--- src/rtl/pcie_apb_master.sv ---
// APB initiator for the PCIe DMA path: turns 32/64-bit register requests into
// one or two 32-bit APB transfers and returns data/error on a response channel.

package types_amba_pkg;
  typedef struct packed {
    logic [31:0] paddr;
    logic [2:0]  pprot;
    logic        pselx;
    logic        penable;
    logic        pwrite;
    logic [31:0] pwdata;
    logic [3:0]  pstrb;
  } apb_in_type;

  typedef struct packed {
    logic [31:0] prdata;
    logic        pready;
    logic        pslverr;
  } apb_out_type;
endpackage

// state  | meaning
// IDLE   | ready for a request
// SETUP  | APB setup phase of the current beat
// ACCESS | APB access phase, waiting for pready or timeout
// RESP   | response presented, waiting for consumer
module pcie_apb_master
  import types_amba_pkg::*;
#(
  parameter int timeout_cycles = 1023
) (
  input  logic        i_clk,
  input  logic        i_nrst,
  input  logic        i_req_valid,
  output logic        o_req_ready,
  input  logic        i_req_write,
  input  logic        i_req_size,
  input  logic [31:0] i_req_addr,
  input  logic [63:0] i_req_wdata,
  input  logic [7:0]  i_req_wstrb,
  output logic        o_resp_valid,
  input  logic        i_resp_ready,
  output logic [63:0] o_resp_rdata,
  output logic        o_resp_err,
  output apb_in_type  o_apbo,
  input  apb_out_type i_apbi,
  output logic        o_busy
);

  localparam int CW = (timeout_cycles > 1) ? $clog2(timeout_cycles) : 1;
  localparam int TO_LAST = (timeout_cycles > 0) ? timeout_cycles - 1 : 0;

  typedef enum logic [1:0] {IDLE, SETUP, ACCESS, RESP} state_t;

  state_t      state_q, state_d;
  logic        beat_q, beat_d;
  logic        last_q, last_d;
  logic        write_q, write_d;
  logic        size_q, size_d;
  logic [29:0] addr_q, addr_d;
  logic [63:0] wdata_q, wdata_d;
  logic [7:0]  wstrb_q, wstrb_d;
  logic [63:0] rdata_q, rdata_d;
  logic        err_q, err_d;
  logic [CW-1:0] cnt_q, cnt_d;
  logic        req_ready_q, req_ready_d;
  logic        resp_valid_q, resp_valid_d;
  apb_in_type  apb_q, apb_d;
  logic        half_q, half_d;
  logic        unused_addr;

  assign unused_addr = ^i_req_addr[1:0];

  always_ff @(posedge i_clk or negedge i_nrst) begin
    if (!i_nrst) begin
      state_q      <= IDLE;
      beat_q       <= 1'b0;
      last_q       <= 1'b0;
      write_q      <= 1'b0;
      size_q       <= 1'b0;
      addr_q       <= '0;
      wdata_q      <= '0;
      wstrb_q      <= '0;
      rdata_q      <= '0;
      err_q        <= 1'b0;
      cnt_q        <= '0;
      req_ready_q  <= 1'b0;
      resp_valid_q <= 1'b0;
      apb_q        <= '0;
    end else begin
      state_q      <= state_d;
      beat_q       <= beat_d;
      last_q       <= last_d;
      write_q      <= write_d;
      size_q       <= size_d;
      addr_q       <= addr_d;
      wdata_q      <= wdata_d;
      wstrb_q      <= wstrb_d;
      rdata_q      <= rdata_d;
      err_q        <= err_d;
      cnt_q        <= cnt_d;
      req_ready_q  <= req_ready_d;
      resp_valid_q <= resp_valid_d;
      apb_q        <= apb_d;
    end
  end

  // Word half of the current beat: beat index for 64-bit, addr[2] for 32-bit.
  assign half_q = size_q ? beat_q : addr_q[0];

  always_comb begin
    state_d = state_q;
    beat_d  = beat_q;
    last_d  = last_q;
    write_d = write_q;
    size_d  = size_q;
    addr_d  = addr_q;
    wdata_d = wdata_q;
    wstrb_d = wstrb_q;
    rdata_d = rdata_q;
    err_d   = err_q;
    cnt_d   = cnt_q;

    case (state_q)
      IDLE: begin
        if (i_req_valid && req_ready_q) begin
          write_d = i_req_write;
          size_d  = i_req_size;
          addr_d  = i_req_addr[31:2];
          wdata_d = i_req_wdata;
          wstrb_d = i_req_wstrb;
          rdata_d = '0;
          err_d   = 1'b0;
          beat_d  = 1'b0;
          last_d  = ~i_req_size;
          cnt_d   = '0;
          if (i_req_size && i_req_addr[2]) begin
            err_d   = 1'b1;
            state_d = RESP;
          end else begin
            state_d = SETUP;
          end
        end
      end
      SETUP: begin
        cnt_d   = '0;
        state_d = ACCESS;
      end
      ACCESS: begin
        if (i_apbi.pready) begin
          if (!write_q) begin
            if (half_q) rdata_d[63:32] = i_apbi.prdata;
            else        rdata_d[31:0]  = i_apbi.prdata;
          end
          if (i_apbi.pslverr) begin
            err_d   = 1'b1;
            state_d = RESP;
          end else if (!last_q) begin
            beat_d  = 1'b1;
            last_d  = 1'b1;
            state_d = SETUP;
          end else begin
            state_d = RESP;
          end
        end else if (timeout_cycles != 0 && cnt_q == CW'(TO_LAST)) begin
          err_d   = 1'b1;
          state_d = RESP;
        end else begin
          cnt_d = cnt_q + CW'(1);
        end
      end
      RESP: begin
        if (i_resp_ready) state_d = IDLE;
      end
      default: state_d = IDLE;
    endcase
  end

  // APB outputs are registered, so they are computed from the next state.
  assign half_d = size_d ? beat_d : addr_d[0];

  always_comb begin
    apb_d         = apb_q;
    apb_d.pprot   = 3'b000;
    apb_d.pselx   = (state_d == SETUP) || (state_d == ACCESS);
    apb_d.penable = (state_d == ACCESS);
    if (state_d == SETUP) begin
      apb_d.paddr  = size_d ? {addr_d[29:1], beat_d, 2'b00} : {addr_d, 2'b00};
      apb_d.pwrite = write_d;
      apb_d.pwdata = half_d ? wdata_d[63:32] : wdata_d[31:0];
      apb_d.pstrb  = half_d ? wstrb_d[7:4] : wstrb_d[3:0];
    end
  end

  assign req_ready_d  = (state_d == IDLE);
  assign resp_valid_d = (state_d == RESP);

  assign o_req_ready  = req_ready_q;
  assign o_resp_valid = resp_valid_q;
  assign o_resp_rdata = rdata_q;
  assign o_resp_err   = err_q;
  assign o_apbo       = apb_q;
  assign o_busy       = (state_q != IDLE);

endmodule

--- config.mk ---
export PLATFORM = sky130hd
export DESIGN_NAME = pcie_apb_master
export DESIGN_NICKNAME = d
export VERILOG_FILES = /design/src/rtl/pcie_apb_master.sv
export SDC_FILE = /design/constraint.sdc
export NUM_CORES = 1
export LEC_CHECK = 0
export BUFFER_PORTS_ARGS = -buffer_cell sky130_fd_sc_hd__buf_2
export CELL_PAD_IN_SITES_DETAIL_PLACEMENT = 1
export CELL_PAD_IN_SITES_GLOBAL_PLACEMENT = 1
export CORE_ASPECT_RATIO = 1.25
export CORE_UTILIZATION = 44
export CTS_BUF_LIST = sky130_fd_sc_hd__clkbuf_16
export DETAILED_ROUTE_END_ITERATION = 8
export PLACE_DENSITY_LB_ADDON = 0.1
export SKIP_LAST_GASP = 1
export SLEW_MARGIN = 20
export SYNTH_ARGS = -nofsm -noshare
export SYNTH_HDL_FRONTEND = slang
export SYNTH_SLANG_ARGS = --single-unit
--- constraint.sdc ---
create_clock -name i_clk -period 6.97 [get_ports i_clk]
set_input_delay 1.394 -clock i_clk [delete_from_list [all_inputs] [get_ports i_clk]]
set_output_delay 1.394 -clock i_clk [all_outputs]
set_load 0.02 [all_outputs]
## Word level (Yosys, flattened, before mapping)

Cells that the tools add are included.

| word-level totals | value |
|---|---|
| register bits | 256 |
| input bits | 144 |

| operators by class | value |
|---|---|
| $add $sub $neg | 1 |
| eq/ne operators | 17 |
| muxes and demuxes | 48 |
| bitwise logic cells | 1 |
| reductions and logical operators | 13 |

Operator list:

| operator | count |
|---|---|
| two-way mux 64 bit | 5 |
| one-hot mux 64 bit (2 select lines) | 1 |
| two-way mux 32 bit | 3 |
| two-way mux 30 bit | 2 |
| two-way mux 10 bit | 3 |
| one-hot mux 10 bit (3 select lines) | 1 |
| two-way mux 1 bit | 18 |
| two-way mux 8 bit | 2 |
| inequality test 2 bit, second input constant | 8 |
| two-way mux 2 bit | 7 |
| AND reduction 4 bit | 3 |
| adder 10 x 1 -> 10 bit, second input constant | 1 |
| equality test 10 bit, second input constant | 1 |
| AND reduction 5 bit | 2 |
| equality test 2 bit, second input constant | 4 |
| one-hot mux 2 bit (4 select lines) | 1 |
| inequality test 3 bit, second input constant | 2 |
| one-hot mux 1 bit (2 select lines) | 3 |
| equality test 2 x 1 -> 1 bit, second input constant | 2 |
| logical NOT 2 bit | 2 |
| two-way mux 4 bit | 1 |
| nonzero test 2 bit | 2 |
| two-way mux 3 bit | 1 |
| nonzero test 3 bit | 1 |
| 3 further kinds | 4 |

## Longest topological paths before layout

Gate-level depths: netlist of run 1.

| depth | value |
|---|---|
| depth in word-level cells | 6 |
| gate-level depth with buffers | 8 |

## Worst setup path after synthesis of run 1

Ideal clock, no wire load.

| timing path | value |
|---|---|
| path kind | input port to flip-flop |
| from | input i_req_valid |
| to | register apb_q, in the netlist o_apbo[2] |
| library setup time | 0.094 ns |
| arrival | 2.877 ns |
| data required time | 6.876 ns |
| path slack | 3.999 ns |
| cell stages on the path | 7 |
| path through | nor4bb_4 -> mux2_1 -> buf_4 -> or2_1 -> buf_6 -> buf_6 -> a211oi_1 |

| on the way | value |
|---|---|
| cells in the longest elaborated chain, start to end | 5 |
| elaborated cells between the ends (all ways) | 14 |
| classes of those cells | 1 x eq/ne; 12 x mux; 1 x reduce/logical |

Ends and longest elaborated chain:

| item | line | text |
|---|---|---|
| start: declaration | 34 | `input logic i_req_valid,` |
| logical AND 1 bit * | 126 | `if (i_req_valid && req_ready_q) begin` |
| two-way mux 1 bit or two-way mux 30 bit (tied branches) | 126 |  |
| one-hot mux 1 bit (2 select lines), or another cell as far along | 124 | `case (state_q)` |
| two-way mux 1 bit | 180 | `assign half_d = size_d ? beat_d : addr_d[0];` |
| two-way mux 4 bit | 191 | `apb_d.pstrb = half_d ? wstrb_d[7:4] : wstrb_d[3:0];` |
| end signal: assignment | 104 | `apb_q <= apb_d;` |
| end: declaration | 68 | `apb_in_type apb_q, apb_d;` |

Mark *: on every way between the ends. The rest lies on a longest branch, timed or not.
A chain may end at the register's enable or synchronous reset.

## Final worst setup path of run 1

| timing path | value |
|---|---|
| from | input i_req_valid |
| to | register apb_q, in the netlist o_apbo[10] |

| on the way | value |
|---|---|
| cells in the longest elaborated chain, start to end | 5 |
| elaborated cells between the ends (all ways) | 14 |
| classes of those cells | 1 x eq/ne; 12 x mux; 1 x reduce/logical |

Ends and longest elaborated chain:

| item | line | text |
|---|---|---|
| logical AND 1 bit * | 126 |  |
| two-way mux 1 bit or two-way mux 30 bit (tied branches) | 126 |  |
| one-hot mux 1 bit (2 select lines), or another cell as far along | 124 |  |
| two-way mux 1 bit | 180 |  |
| two-way mux 32 bit | 190 | `apb_d.pwdata = half_d ? wdata_d[63:32] : wdata_d[31:0];` |

Marks and branches as above.

==> impl_metrics.ini, run 1 <==
[die]
core.rowCount = 62
start_util_pct = 45.12
core-area_um2 = 23190
dieArea_um2 = 24410
die_x_um = 139.9
die_h_um = 174.4
io_pins = 286

[setup_path]
start_kind = input port
critPathRequiredTime_ns = 7.31
path_max_fanout = 37
worst-path-buf-inv = 2
max_stage_delay_ns = 0.91
worstPathArrival_ns = 4.03
slowest_stage = or2_2
critPathCaptureType = flop
path_cells = buf_2 -> nor4bb_4 -> mux2_1 -> buf_4 -> or2_2 -> a211oi_1
critical_path_class = input port to flop
crit_family = simple AND/OR/NAND/NOR gates

[yosys]
synthArstFlopShare_pct = 100.0
synth_edf_count = 0
synth_most_common_cell = dfrtp_1
ys_ff_latch = 254
synth_common_cells = dfrtp_1 (254), nor2_1 (171), mux2_2 (103), nand2_1 (78), o21ai_0 (68)
synth_top_area_share_pct = 60.74
synth_warnings = 0
synth_cells = 920
seq_area_frac_synth_pct = 60.74
synth_area_leaders = dfrtp_1 (61%), mux2_2 (11%), nor2_1 (6.1%)
syn_area_per_cell_um2 = 11.38
yosysUniqueCellTypes = 47
synth_area_leader_cell = dfrtp_1
synth_area_um2 = 10470
ys.flop_type = dfrtp_1

[cells_and_area]
utilization_pct = 55.18
nets = 1319
area_growth_syn_to_layout_pct = 22.31
drive_above_1_share_pct = 38.52
final_cell_area_um2 = 12800

[run]
drv_cap = 0

[global_routing]
grt_pass1_vias = 8322
grt_max_degree = 120
grt.total_usage_pct = 22.91
overflow = 0
grt_pass1_wl_mm = 44.71
antenna_found_initial = 8

[clock_tree]
ctsResizeCount = 0
post_cts_buffers = 0
clock_path_buffers = 3
htreeDepth = 1
ctsHoldBuffers = 0
clk_latency_ns = 0.54
clk_pin_slew_worst_paths_ns = 0.06
cts-root-buf = clkbuf_16
cts_buffers = 26
cts_tree = done
cts.sinks = 254

[timing]
fmax_mhz = 271.4
period_share_pct = 52.87
relSlewSlack_pct = 29.00
hold_viol_final = 0
fin_hold_ws_ns = 0.4745
fin_worst_skew_ns = 0.01526
slew_violations = 0
finalSetupViolations = 0
rsz0062_at_grt = no
worst_pin_slew_ns = 1.065
tns_ns = 0
period_needed_ns = 3.685

[pwr]
vdd_drop_max_mv = 0.2617
power_mw = 6.305
p_leak_nw = 6.054
powerDensity_nw_per_um2 = 492.6

[placed_design]
port_buffers = 278
gp_congestion = 0.7275
placed_area_um2 = 11970
dpl.hpwl_mm = 17.70

[min_path]
hold_path.class = flop to flop

[route]
drt_iter0_drc = 283
totalWireLength_mm = 27.41
drtAntennaViolNets = 0
vias = 7783
wl_per_cell_um = 18.50
firstDrtPassIters = 5
viasPerCell = 5.252
drc = 0

[run_status]
status = complete, no violations
## path summary, 6_finish.rpt
kind / to / from / slack, ns / cells past startpoint
max: o_apbo[10] / i_req_valid / 3.28 / 6
min: o_resp_rdata[16] / o_resp_rdata[16] / 0.47 / 2
max reg2reg: o_apbo[10] / state_q[0] / 3.60 / 5
min reg2reg: o_resp_rdata[16] / o_resp_rdata[16] / 0.47 / 2
max in group asynchronous: o_apbo[73] / i_nrst / 4.55 / 2
min in group asynchronous: o_resp_rdata[15] / i_nrst / 0.90 / 1
## where the power goes
part	leakage, nW	switching [mW]	internal, mW
logic	2.50	1.58	0.902
registers	3.14	0.300	2.16
clock network	0.419	0.583	0.773
total	6.05	2.47	3.84
## cells by family (layout without fill, tap and decap cells)
logic type               Yosys count  count (layout)  share of synthesized area [%]
AND/OR/NAND/NOR                  347             347                          14.72
adder cells (fa/ha/maj)            3               3                         0.3587
other                              1              10                        0.03583
buffers and inverters             77             342                          4.017
multiplexers                     107             107                          11.49
AO/OA/AOI/OAI                    131             131                          8.644
flip-flops                       254             254                          60.74
## sequential cells by signal, summed over array words and instances (netlist names)
register      flops
o_apbo           69
o_resp_rdata     64
wdata_q          64
addr_q           30
cnt_q            10
wstrb_q           8
state_q           2
beat_q            1
last_q            1
o_req_ready       1
o_resp_err        1
o_resp_valid      1
size_q            1
write_q           1
## final cells by class
class / count / area (µm²)
tap: 288 / 360.3
clock inverter: 18 / 146.4
clock buffer: 27 / 675.6
timing repair buffer: 291 / 1499
fill: 2591 / 10400
antenna: 5 / 12.51
multi-input combinational: 593 / 3727
sequential: 254 / 6356
inverter: 6 / 22.52
## through the flow
stage,worst slack (ns),std cells
after floorplan,3.999,924
after global placement,2.758,1432
after detailed placement,2.697,1432
after CTS,3.270,1477
after global routing,3.050,1480
final,3.285,1482
## placed cells by master, fill, tap and decap left out, types with 6 or more instances in the layout
master,instances
a211oi_2,15
a211oi_1,21
dfrtp_1,254
clkbuf_16,27
buf_4,13
mux2_2,103
nor4_1,36
inv_1,12
o31ai_1,6
buf_2,277
o21ai_0,68
nand2_1,77
a21oi_1,10
nor2_1,171
nand3_1,39
## tightest hold or removal path: stages, from the launching register on
cell and delay (ns):
dfrtp_1 0.34, nand2_1 0.05, o21ai_0 0.06
## layer usage
layer  up-vias  routed length, µm  GRT usage (%)
li1       3666                  -              -
met1      3847              11440          28.67
met2       216              13510          38.67
met3        48               1914          6.198
met4         6                508          6.777
met5         -                 39              0
Note: power is estimated with default switching activity, not from simulation.
==> inputs of run 2 (changes only) <==
--- a/config.mk
+++ b/config.mk
@@ -9,7 +9,7 @@
 export CELL_PAD_IN_SITES_DETAIL_PLACEMENT = 1
 export CELL_PAD_IN_SITES_GLOBAL_PLACEMENT = 1
 export CORE_ASPECT_RATIO = 1.25
-export CORE_UTILIZATION = 44
+export CORE_UTILIZATION = 41
 export CTS_BUF_LIST = sky130_fd_sc_hd__clkbuf_16
 export DETAILED_ROUTE_END_ITERATION = 8
 export PLACE_DENSITY_LB_ADDON = 0.1
==> constraint.sdc (replaced) <==
create_clock -name i_clk -period 3.5 [get_ports i_clk]
set_input_delay 0.7 -clock i_clk [delete_from_list [all_inputs] [get_ports i_clk]]
set_output_delay 0.7 -clock i_clk [all_outputs]
set_load 0.02 [all_outputs]
==> run 2 against run 1 <==
Compared with the run above: largest power group unchanged; sequential power rose by 99%; clock-buffer cell count stayed put; total power up 100%; highest routed layer unchanged; sequential share of layout area fell by 0.87 points; global-route usage down 0.79 points; via count grew 0.85%; sequential cell count did not move; worst setup slack got worse by 2.4 ns.
==> impl_metrics.ini, run 2 (same netlist as run 1, synthesis figures left out) <==
[die]
start_util_pct = 41.64
io_pins = 286
die_x_um = 144.9
core-area_um2 = 25130
dieArea_um2 = 26170
core.rowCount = 65
die_h_um = 180.6

[setup_path]
max_stage_delay_ns = 0.72
critPathRequiredTime_ns = 3.92
reg2reg_depth = 5
path_cells = nor4bb_4 -> buf_12 -> a2111oi_4 -> or2_2 -> a211oi_1
worst-path-buf-inv = 1
path_max_fanout = 48
critPathCaptureType = flop
r2r_slack_ns = 0.85
crit_family = simple AND/OR/NAND/NOR gates
timing.rr.end = o_apbo[12]
worstPathArrival_ns = 3.07
start_kind = flop
r2r_start = state_q[0]
critical_path_class = flop to flop
slowest_stage = or2_2

[placed_design]
port_buffers = 278
gp_congestion = 0.7497
placed_area_um2 = 12170
dpl.hpwl_mm = 18.40
post-place-ws_ns = 0.5939

[cells_and_area]
final_cell_area_um2 = 13030
layout_commonest_cell = buf_2
area_growth_syn_to_layout_pct = 24.50
nets = 1326
largest_reg_flops = 69
layout_common_cells = buf_2 (277), dfrtp_1 (254), nor2_1 (171)
utilization_pct = 51.84
drive_above_1_share_pct = 38.56

[global_routing]
antenna_found_initial = 11
grt_pass1_vias = 8465
grt.total_usage_pct = 22.12
grt_busiest_layer = met2
grt_max_degree = 103
grt_pass1_wl_mm = 45.63
grtUsageMet1_pct = 27.30
grt_use_met3_pct = 5.953
grt_use_met2_pct = 37.44
overflow = 0

[route]
wl_per_cell_um = 18.14
viasPerCell = 5.093
totalWireLength_mm = 27.95
firstDrtPassIters = 4
drtAntennaViolNets = 0
vias = 7849
drc = 0
drt_iter0_drc = 243

[clock_tree]
cts_tree = done
htreeDepth = 1
clk_latency_ns = 0.53
cts.sinks = 254
cts-root-buf = clkbuf_16
ctsResizeCount = 0
ctsHoldBuffers = 0
cts_buffers = 26
clk_pin_slew_worst_paths_ns = 0.07
clock_path_buffers = 3
post_cts_buffers = 0

[min_path]
hold_path.class = input port to async pin

[run]
drv_cap = 0

[timing]
period_needed_ns = 2.647
fin_ws_ns = 0.8529
fmax_mhz = 377.8
hold_viol_final = 0
finalSetupViolations = 0
period_share_pct = 75.63
relSlewSlack_pct = 29.86
tns_ns = 0
slew_violations = 0
fin_worst_skew_ns = 0.01862
worst_pin_slew_ns = 1.052
rsz0062_at_grt = no

[run_status]
status = complete, no violations

[pwr]
vdd_drop_max_mv = 0.4889
powerDensity_nw_per_um2 = 972.2
power_mw = 12.67
p_leak_nw = 6.137
-- run 2: cell types whose count changed in the layout (fill, tap and decap cells not counted), sizes merged --
cell,delta
diode,+3
bufinv,+1
clkinv,-2
inv,+4
buf,+7
clkinvlp,-1
-- run 2: worst max path at each step --
stage	startpoint	end	slack [ns]	cells after the start
after global routing	state_q[0]	o_apbo[4]	0.67	5
after CTS	state_q[0]	o_apbo[12]	0.79	5
after floorplan	i_req_valid	o_apbo[2]	1.22	7
after detailed placement	i_req_valid	o_apbo[12]	0.59	6
after global placement	i_req_valid	o_apbo[13]	0.66	6
final	state_q[0]	o_apbo[12]	0.85	5
-- run 2: area by class of cell --
cell class	instances	area, µm²
timing repair buffer	298	1639
antenna	8	20.02
sequential	254	6356
inverter	6	22.52
multi-input combinational	593	3732
tap	335	419.2
clock buffer	27	675.6
fill	2816	12100
clock inverter	20	163.9
-- run 2: report_power, final --
part | total (mW) | internal (mW) | switching [mW]
clock network | 2.75 | 1.61 | 1.14
logic | 5.03 | 1.84 | 3.18
registers | 4.89 | 4.31 | 0.580
total | 12.7 | 7.76 | 4.91
-- run 2: per-layer routing --
layer / wire length, µm / vias to the layer above
li1: - / 3690
met1: 11450 / 3915
met2: 13840 / 199
met3: 2032 / 41
met4: 608 / 4
met5: 23 / -
-- run 2: through the flow --
stage	hold slack (ns)	instances
4_1_cts	0.2596	1533
3_3_place_gp	0.4570	1486
6_report	0.2363	1541
2_1_floorplan	0.4044	924
5_1_grt	0.2810	1540
3_5_place_dp	0.4656	1486
==> inputs of run 3 (changes only) <==
==> constraint.sdc (replaced) <==
create_clock -name i_clk -period 2.6 [get_ports i_clk]
set_input_delay 0.52 -clock i_clk [delete_from_list [all_inputs] [get_ports i_clk]]
set_output_delay 0.52 -clock i_clk [all_outputs]
set_load 0.02 [all_outputs]
==> run 3 against run 2 <==
Compared with the run above: largest power group unchanged; routed wire length is essentially flat; clock skew down 0.0020 ns; highest routed layer is now met4; non-clock buffer count is 7 higher.
==> impl_metrics.ini, run 3 (same netlist as run 1, synthesis figures left out) <==
[min_path]
hold_path.class = input port to flop

[die]
die_h_um = 180.6
die_x_um = 144.9
start_util_pct = 41.64
io_pins = 286
core-area_um2 = 25130
core.rowCount = 65
dieArea_um2 = 26170

[cells_and_area]
drive_above_1_share_pct = 38.84
area_growth_syn_to_layout_pct = 25.02
layout_commonest_cell = buf_2
n_fill_cell = 2788
layout_common_cells = buf_2 (277), dfrtp_1 (254), nor2_1 (171)
nets = 1334
largest_reg_flops = 69

[route]
vias = 7779
drc = 0
totalWireLength_mm = 27.93
firstDrtPassIters = 4
wl_per_cell_um = 18.11
drt_iter0_drc = 252
viasPerCell = 5.045
drtAntennaViolNets = 0

[timing]
relSlewSlack_pct = 58.91
hold_viol_final = 0
fin_hold_ws_ns = 0.2251
tns_ns = 0
fmax_mhz = 433.5
finalSetupViolations = 0
worst_pin_slew_ns = 0.6117
fin_worst_skew_ns = 0.01666
rsz0062_at_grt = no
slew_violations = 0
period_share_pct = 88.71
period_needed_ns = 2.307

[setup_path]
critPathCaptureType = flop
critPathRequiredTime_ns = 2.99
timing.rr.end = o_apbo[14]
worstPathArrival_ns = 2.70
cpMostUsedCell = buf_4
critical_path_class = flop to flop
endpoint = o_apbo[14]
max_stage_delay_ns = 0.45
startpoint = o_req_ready
path_cells = nor4bb_4 -> buf_4 -> buf_12 -> a2111oi_4 -> buf_4 -> nor4_1 -> a211oi_1
r2r_slack_ns = 0.29
start_kind = flop
reg2reg_depth = 7
path_max_fanout = 36
r2r_start = o_req_ready
slowest_stage = dfrtp_1

[global_routing]
grt_pass1_wl_mm = 44.86
grt_pass1_vias = 8218
grt_max_degree = 75
antenna_found_initial = 3
overflow = 0
grt.total_usage_pct = 21.93

[clock_tree]
clock_path_buffers = 3
cts.sinks = 254
cts_buffers = 27
htreeDepth = 1
clk_pin_slew_worst_paths_ns = 0.06
cts-root-buf = clkbuf_16
cts_tree = done
clk_latency_ns = 0.52
post_cts_buffers = 0

[pwr]
power_mw = 17.05
powerDensity_nw_per_um2 = 1303
p_leak_nw = 6.173
vdd_drop_max_mv = 0.5682

[placed_design]
dpl.hpwl_mm = 18.69
port_buffers = 278
gp_congestion = 0.7508

[run]
drv_cap = 0

[run_status]
status = complete, no violations
[run 3: report_power, final]
part	switching (mW)	leakage (nW)	total, mW	internal [mW]
logic	4.33	2.61	6.92	2.59
registers	0.745	3.14	6.54	5.80
clock network	1.52	0.426	3.58	2.06
[run 3: stage by stage]
| stage | utilization (%) | area (µm²) | cells | worst slack [ns] |
|---|---|---|---|---|
| after floorplan | - | 10480 | 924 | 0.3902 |
| final | 52.06 | 13080 | 1542 | 0.2934 |
| after global placement | 48.75 | 12250 | 1492 | 0.2567 |
| after detailed placement | 48.75 | 12250 | 1492 | 0.2125 |
| after CTS | 52.02 | 13070 | 1540 | 0.2633 |
| after global routing | 52.06 | 13080 | 1542 | 0.1773 |
[run 3: worst min path at each step]
stage | end | start | cells after the start | slack (ns)
global placement | wdata_q[16] | i_nrst | 1 | 0.36
floorplan | addr_q[0] | i_nrst | 0 | 0.22
detailed placement | wdata_q[16] | i_nrst | 1 | 0.36
global route | last_q | i_req_size | 2 | 0.21
finish | last_q | i_req_size | 2 | 0.23
CTS | last_q | i_req_size | 2 | 0.20
[run 3: cell type report]
class	count	area, µm²	share of cell area [%]
multi-input combinational	593	3737	28.56
timing repair buffer	305	1732	13.24
tap	335	419.2	3.204
clock inverter	20	136.4	1.042
inverter	6	22.52	0.1721
sequential	254	6356	48.58
clock buffer	27	675.6	5.164
antenna	2	5.005	0.03825
[run 3: layer usage]
layer	share of wire, %	vias to the layer above	track usage [%]
li1	-	3687	-
met1	41	3858	27.73
met2	49	190	36.73
met3	6.4	44	5.129
met4	2.8	0	6.947
met5	0	-	0
[run 3: timing repair]
action / CTS / global route
resized for setup: 0 / 1
endpoints found under the setup margin: 0 / 1
endpoints found under the hold margin: 14 / 0
hold buffers: 1 / 0
[run 3: worst max-delay path: cells and delay by family, from the launching register on]
family,cells,cell delay (ns)
AO/OA/AOI/OAI,2,0.15
buffers and inverters,3,0.73
flip-flops,1,0.45
AND/OR/NAND/NOR,2,0.83
